==> src/rtl/sig_pkg.sv <==
// rtl/sig_pkg.sv - shared widths and FSM state type for the sample path
//
// Purpose : default address/data widths shared with the sine generator, and
//           the fill/run state encoding used by sample_delay_buf.
// Ports   : none (package).
package sig_pkg;

    localparam int A_WIDTH = 8;
    localparam int D_WIDTH = 8;

    typedef enum logic {
        FILL = 1'b0,
        RUN  = 1'b1
    } state_t;

    // Output source selection, held between strobes so dout stays stable.
    typedef enum logic [1:0] {
        SEL_MUTE = 2'd0,
        SEL_BYP  = 2'd1,
        SEL_RAM  = 2'd2
    } out_sel_t;

endpackage

==> src/rtl/ram2port.sv <==
// rtl/ram2port.sv - simple dual-port RAM with registered read data
//
// Purpose : 2**A_WIDTH x D_WIDTH sample store, one write and one read port.
// Ports   : clk            - clock
//           we/waddr/wdata - write port
//           re/raddr       - read enable and address
//           rdata          - read data, registered; holds while re=0
module ram2port
    import sig_pkg::*;
#(
    parameter int AW = A_WIDTH,
    parameter int DW = D_WIDTH
) (
    input  logic          clk,
    input  logic          we,
    input  logic [AW-1:0] waddr,
    input  logic [DW-1:0] wdata,
    input  logic          re,
    input  logic [AW-1:0] raddr,
    output logic [DW-1:0] rdata
);

    logic [DW-1:0] mem [2**AW];

    always_ff @(posedge clk) begin
        if (we) begin
            mem[waddr] <= wdata;
        end
        if (re) begin
            rdata <= mem[raddr];
        end
    end

endmodule

==> src/rtl/sample_delay_buf.sv <==
// rtl/sample_delay_buf.sv - programmable sample delay line over a circular RAM
//
// Purpose : writes each strobed sample into a circular RAM and plays it back
//           'delay' strobes later; delay=0 passes the sample straight through.
// Ports   : clk   - clock
//           rst   - synchronous active-high reset
//           en    - sample strobe
//           din   - input sample
//           delay - delay in strobes
//           dout  - delayed sample (0 while filling)
//           valid - dout holds a genuine delayed sample
module sample_delay_buf
    import sig_pkg::*;
#(
    parameter int A_WIDTH = sig_pkg::A_WIDTH,
    parameter int D_WIDTH = sig_pkg::D_WIDTH
) (
    input  logic               clk,
    input  logic               rst,
    input  logic               en,
    input  logic [D_WIDTH-1:0] din,
    input  logic [A_WIDTH-1:0] delay,
    output logic [D_WIDTH-1:0] dout,
    output logic               valid
);

    logic [A_WIDTH-1:0] wr_ptr_q;
    logic [A_WIDTH-1:0] fill_cnt_q;
    logic [A_WIDTH-1:0] delay_q;
    state_t             state_q;
    out_sel_t           sel_q;
    logic [D_WIDTH-1:0] byp_q;
    logic               valid_q;
    logic [A_WIDTH-1:0] rd_addr_d;
    logic [D_WIDTH-1:0] rdata;
    logic               delay_chg_d;

    // Modular subtract: wraps naturally at A_WIDTH bits.
    assign rd_addr_d   = wr_ptr_q - delay;
    assign delay_chg_d = (delay != delay_q);

    // Read only on strobes so rdata, and therefore dout, holds between them.
    ram2port #(
        .AW(A_WIDTH),
        .DW(D_WIDTH)
    ) u_ram (
        .clk  (clk),
        .we   (en),
        .waddr(wr_ptr_q),
        .wdata(din),
        .re   (en),
        .raddr(rd_addr_d),
        .rdata(rdata)
    );

    always_ff @(posedge clk) begin
        if (rst) begin
            wr_ptr_q   <= '0;
            fill_cnt_q <= '0;
            delay_q    <= '0;
            state_q    <= FILL;
            sel_q      <= SEL_MUTE;
            byp_q      <= '0;
            valid_q    <= 1'b0;
        end else begin
            delay_q <= delay;
            if (en) begin
                wr_ptr_q <= wr_ptr_q + A_WIDTH'(1);
            end
            // A delay change wins over a coincident strobe: the sample is
            // still written, but it does not count toward the refill.
            if (delay_chg_d) begin
                state_q    <= FILL;
                fill_cnt_q <= '0;
                sel_q      <= SEL_MUTE;
                valid_q    <= 1'b0;
            end else if (en) begin
                if (state_q == RUN || fill_cnt_q == delay) begin
                    state_q <= RUN;
                    valid_q <= 1'b1;
                    sel_q   <= (delay == '0) ? SEL_BYP : SEL_RAM;
                    byp_q   <= din;
                end else begin
                    fill_cnt_q <= fill_cnt_q + A_WIDTH'(1);
                    sel_q      <= SEL_MUTE;
                    valid_q    <= 1'b0;
                end
            end
        end
    end

    // Both sources are already registered one cycle after the strobe, so
    // this mux only aligns them; it adds no latency.
    always_comb begin
        dout = '0;
        unique case (sel_q)
            SEL_BYP:  dout = byp_q;
            SEL_RAM:  dout = rdata;
            default:  dout = '0;
        endcase
    end

    assign valid = valid_q;

endmodule

==> config.mk <==
export PLATFORM = sky130hd
export DESIGN_NAME = sample_delay_buf
export DESIGN_NICKNAME = d
export VERILOG_FILES = /design/src/rtl/sig_pkg.sv /design/src/rtl/ram2port.sv /design/src/rtl/sample_delay_buf.sv
export SDC_FILE = /design/constraint.sdc
export NUM_CORES = 2
export LEC_CHECK = 0
export ABC_AREA = 0
export CELL_PAD_IN_SITES_DETAIL_PLACEMENT = 2
export CELL_PAD_IN_SITES_GLOBAL_PLACEMENT = 2
export CORE_MARGIN = 5
export CORE_UTILIZATION = 40
export DETAILED_ROUTE_END_ITERATION = 7
export DONT_BUFFER_PORTS = 1
export PLACE_DENSITY = 0.69
export SYNTH_ARGS = -nofsm -noshare
export SYNTH_HDL_FRONTEND = slang
export SYNTH_SLANG_ARGS = --single-unit
==> constraint.sdc <==
create_clock -name clk -period 10.5 [get_ports clk]
set_input_delay 2.1 -clock clk [delete_from_list [all_inputs] [get_ports clk]]
set_output_delay 2.1 -clock clk [all_outputs]
set_load 0.02 [all_outputs]
* Word-level counts from Yosys, hierarchy flattened
Memory sizes are Yosys's and may differ from the RTL's. A register that Yosys moved wholly into a read port is not among the register bits. Index checks and enable logic that the tools add are counted.
Cells by class: add/subtract/negate cells 3, multipliers 0, div/mod/pow operators 0, magnitude comparators 0, eq/ne operators 4, shift-type cells 0, multiplexer cells 6, bitwise operators 2, reductions and logical operators 6
Operators by type and width (number):
- 8-bit by 1-bit adder with 8-bit output, second input constant | 2
- 8-bit one-hot mux with 2 select lines | 1
- 8-bit equality test | 1
- 8-bit zero test | 1
- 8-bit != test | 1
- 8-bit subtractor | 1
- 2-bit 2-to-1 mux | 2
- 2-bit AND reduction | 2
- 1-bit 2-to-1 mux | 3
- 3-bit AND reduction | 1
- 2-bit by 1-bit equality test with 1-bit output, second input constant | 1
- 2-bit equality test, second input constant | 1
- 1-bit NOT | 2
- 2-bit OR reduction | 1
- 1-bit logical OR | 1
Storage, ports and cells: register bits 36, bits in latches 0, memory bits (writable) 2048, ROM bits 0, input port bits 19, memories 1
Memories:
- u_ram.mem | depth 256, bits a word 8, read ports 1, clocked after Yosys merged registers in 1, write ports 1, line ram2port.sv:23 | logic [DW-1:0] mem [2**AW];

* Logic depth before layout (Yosys ltp)
word-level depth 4, depth in mapped cells 14, gate-level depth less buffers 11

* Modules after synthesis
Synthesis repeated with hierarchy kept, for this count alone.
Unflattened totals: cells, all modules 3973, area total of the unflattened synthesis 81678.3 µm²
Modules (own cells, without submodules):
- ram2port | times used 1, cells each 3733, area each 79636.4 µm², seq. area each 61739.2 µm²
- sample_delay_buf | times used 1, cells each 240, area each 2042.0 µm², seq. area each 720.7 µm²

* Least setup slack after synthesis
OpenSTA, ideal clock, no wires.
path type in2reg, start point in delay[0], end point reg u_ram.rdata[6] (read register of u_ram.mem) (data pin), setup time 0.256 ns, data arrival time 4.562 ns, required time 10.244 ns, setup slack 5.682 ns, stages 10, cells stage by stage ha_1 fa_1 buf_4 buf_4 clkbuf_1 mux4_2 mux4_2 mux2i_1 a22oi_1 and4_1
On the way: word-level cells in the longest chain between the ends 1
RTL lines:
- start: declaration | line sample_delay_buf.sv:22 | input logic [A_WIDTH-1:0] delay,
- 8-bit subtractor | line sample_delay_buf.sv:39 | assign rd_addr_d = wr_ptr_q - delay;
- end: declaration | line ram2port.sv:20 | output logic [DW-1:0] rdata
No other way between the ends. A chain may end at the register's enable or synchronous reset.

* Final worst setup path
start point in delay[0], end point reg u_ram.rdata[3] (read register of u_ram.mem) (data pin)
The elaborated chain is that of the path after synthesis.

==> metrics.yaml <==
cells_and_area:
  design_area_um2: 91700
  areaGrowthSynthToFinish_pct: 11.7
  fillers: 18500
  final_util_pct: 44.9
  drive_above_1_share_pct: 21.0
  finalNetCount: 4193
  final_cells: 7031
die:
  ios: 28
  die_area_um2: 214000
  placement_rows: 166
  die_y_um: 463
  core-area_um2: 204000
  start_util_pct: 40.2
  die_width_um: 463
synthesis:
  synthCells: 4131
  syn_avg_cell_area_um2: 19.9
  ys_ff_latch: 2092
  synth_area_um2: 82100
  synth_top_area_share_pct: 75.2
  synth_flop_cell: "edfxtp_1"
  yosysSeqAreaShare_pct: 76.1
  synth-async-reset-ratio_pct: 0
  synth_edf_count: 2056
  ys_types: 52
  yosys_warnings: 0
  yosys-top-cells-area: "edfxtp_1, mux4_2, nand2_1"
  synth_area_leader_cell: "edfxtp_1"
  syn_nets: 4166
global_routing:
  grt_max_degree: 258
  antenna_found_initial: 15
  grt_overflow: 0
  grt_pass1_vias: 45800
  grt_pass1_wl_mm: 361
  track_usage_pct: 23.4
cts:
  clock-root-buffer: "clkbuf_16"
  htreeDepth: 4
  post-cts-setup-buffer-count: 0
  clock_sinks: 2092
  cts-buffers-inserted: 217
  cts_resized: 0
  clk_pin_slew_ps: 60
  insertion_delay_ps: 860
  cts_buffer_depth: 3
  cts_tree: "built"
  ctsHoldBuffers: 0
worst_setup_path:
  cp-start-kind: "primary input"
  crit_arrival_ps: 6960
  critPathMaxFanout: 44
  crit_path_cell_trace: "ha_1, fa_4, xnor2_2, buf_4, buf_4, nor3_2, buf_4, nand3_1, nand4_1, o31ai_1, and4_1"
  setup.worst_path.class: "in2reg"
  reg2reg_slack_ps: 4870
  crit_top_cell: "buf_4"
  r2r_end: "u_ram.rdata[3]$_DFFE_PP_"
  r2r-start: "wr_ptr_q[0]$_SDFFE_PP0P_"
  crit_path_max_incr_delay_ps: 1020
  reg2reg_depth: 12
  endpoint_kind: "flip-flop"
  critPathRequiredTime_ps: 11210
  slowest_stage: "o31ai_1"
worst_hold_path:
  hp-class: "reg2reg"
  whs_path_depth: 2
  min_to: "state_q$_SDFFE_PP0P_"
  worstHoldStart: "state_q$_SDFFE_PP0P_"
routing:
  drt_iter0_markers: 4770
  postRouteWirelength_mm: 252
  routedWlPerCell_um: 35.9
  vias_per_cell: 5.98
  vias: 42100
  dr.pass1.iters: 5
  detail-route-antenna-nets: 0
  drc_errors: 0
sta:
  setup_viol: 0
  fin_crit_ps: 6250
  fin_ws_ps: 4250
  hold_violations: 0
  holdWs_ps: 505
  slew_headroom_pct: 2.68
  skew_ps: 36.2
  finalCritPeriodShare_pct: 59.6
  worst_pin_slew_ps: 1460
  finalSetupTns_ps: 0
  slew_violations: 0
  clock.fmax_ghz: 0.160
  rsz0062_at_grt: "no"
placement:
  portBuffers: 0
  dp_cells: 6627
  place_ws_ps: 3330
  post-dp-hpwl_mm: 147
  gp_congestion: 0.794
  placed_area_um2: 84900
outcome:
  status: "completed"
pwr:
  power_mw: 18.8
  vdd_drop_max_mv: 0.143
  leakagePower_nw: 28.3
  p_per_area_nw_per_um2: 205
run:
  maxCapViolations: 0
-- cell families after synthesis --
group,Yosys count,synth area share [%]
AOI/OAI and AO/OA,133,1.03
xor gates and xnor gates,38,0.437
adders and majority gates,16,0.253
buffers and inverters,256,1.52
DFF,2092,76.1
muxes,596,15.5
and+or+nand+nor,1000,5.21
-- critical path, delay by kind of cell --
kind                     cells  cell delay, ps
XOR/XNOR                     1             180
buffers and inverters        3            1860
adder cells (fa/ha/maj)      2             710
AO/OA/AOI/OAI                1            1020
AND/OR/NAND/NOR              4             960
-- per-layer routing --
layer	share of wire [%]	global-route usage, %
met1	39	30.6
met2	50	39.4
met3	7.0	4.70
met4	3.4	8.04
met5	0.010	0
-- Yosys cell counts, drive strengths merged, types with 7 or more instances --
library cell,instances
edfxtp,2056
mux2i,58
o41ai,7
a21oi,53
o31ai,16
buf,159
a32oi,7
xor2,21
nor2,313
nand4,24
a22oi,10
ha,15
nor4,11
mux4,538
nand3,191
o21ai,21
nand2,399
dfxtp,36
and4,10
nor3,16
xnor2,17
clkbuf,85
nor2b,12
inv,12
-- placed cells by master, fill, tap and decap left out, drive strengths merged, types with 10 or more instances in the layout --
cell type  instances
edfxtp          2056
nor2b             12
nor4              11
xnor2             17
xor2              21
nor3              16
a22oi             10
ha                15
nand2            399
and4              10
inv               17
clkbuf           281
nor2             313
a21oi             53
o21ai             21
mux2i             58
mux4             538
nand3            191
bufinv            16
o31ai             16
nand4             24
dfxtp             36
clkinv            90
buf               52
-- state kept, by name, summed over array words and instances, names as in the netlist --
| signal | flops |
|---|---|
| u_ram.mem | 2048 |
| byp_q | 8 |
| delay_q | 8 |
| fill_cnt_q | 8 |
| u_ram.rdata | 8 |
| wr_ptr_q | 8 |
| sel_q | 2 |
| state_q | 1 |
| valid | 1 |
-- where the power goes --
part / internal, mW / total, mW / leakage [nW] / switching, mW
Sequential: 9.19 / 9.20 / 18.8 / 0.0158
Clock: 4.24 / 7.50 / 3.31 / 3.26
Combinational: 0.839 / 2.13 / 6.18 / 1.29
Total: 14.3 / 18.8 / 28.3 / 4.57
-- cell type report --
type,count,area [µm²],share of cell area [%]
multi-input combinational,1783,18500,20.2
sequential,2092,62500,68.1
clock inverter,116,1020,1.11
inverter,12,45.0,0.0491
clock buffer,281,5750,6.28
timing repair buffer,52,519,0.566
tap,2688,3360,3.67
antenna,7,17.5,0.0191
-- worst max-delay path by stage --
stage	start	slack [ps]	end
2_1_floorplan	delay[0]	5680	u_ram.rdata[6]$_DFFE_PP_
3_3_place_gp	delay[0]	3390	u_ram.rdata[1]$_DFFE_PP_
3_5_place_dp	delay[0]	3330	u_ram.rdata[1]$_DFFE_PP_
4_1_cts	delay[0]	4270	u_ram.rdata[1]$_DFFE_PP_
5_1_grt	delay[0]	4180	u_ram.rdata[1]$_DFFE_PP_
6_report	delay[0]	4250	u_ram.rdata[3]$_DFFE_PP_
Power figures use the tool's default switching activity.
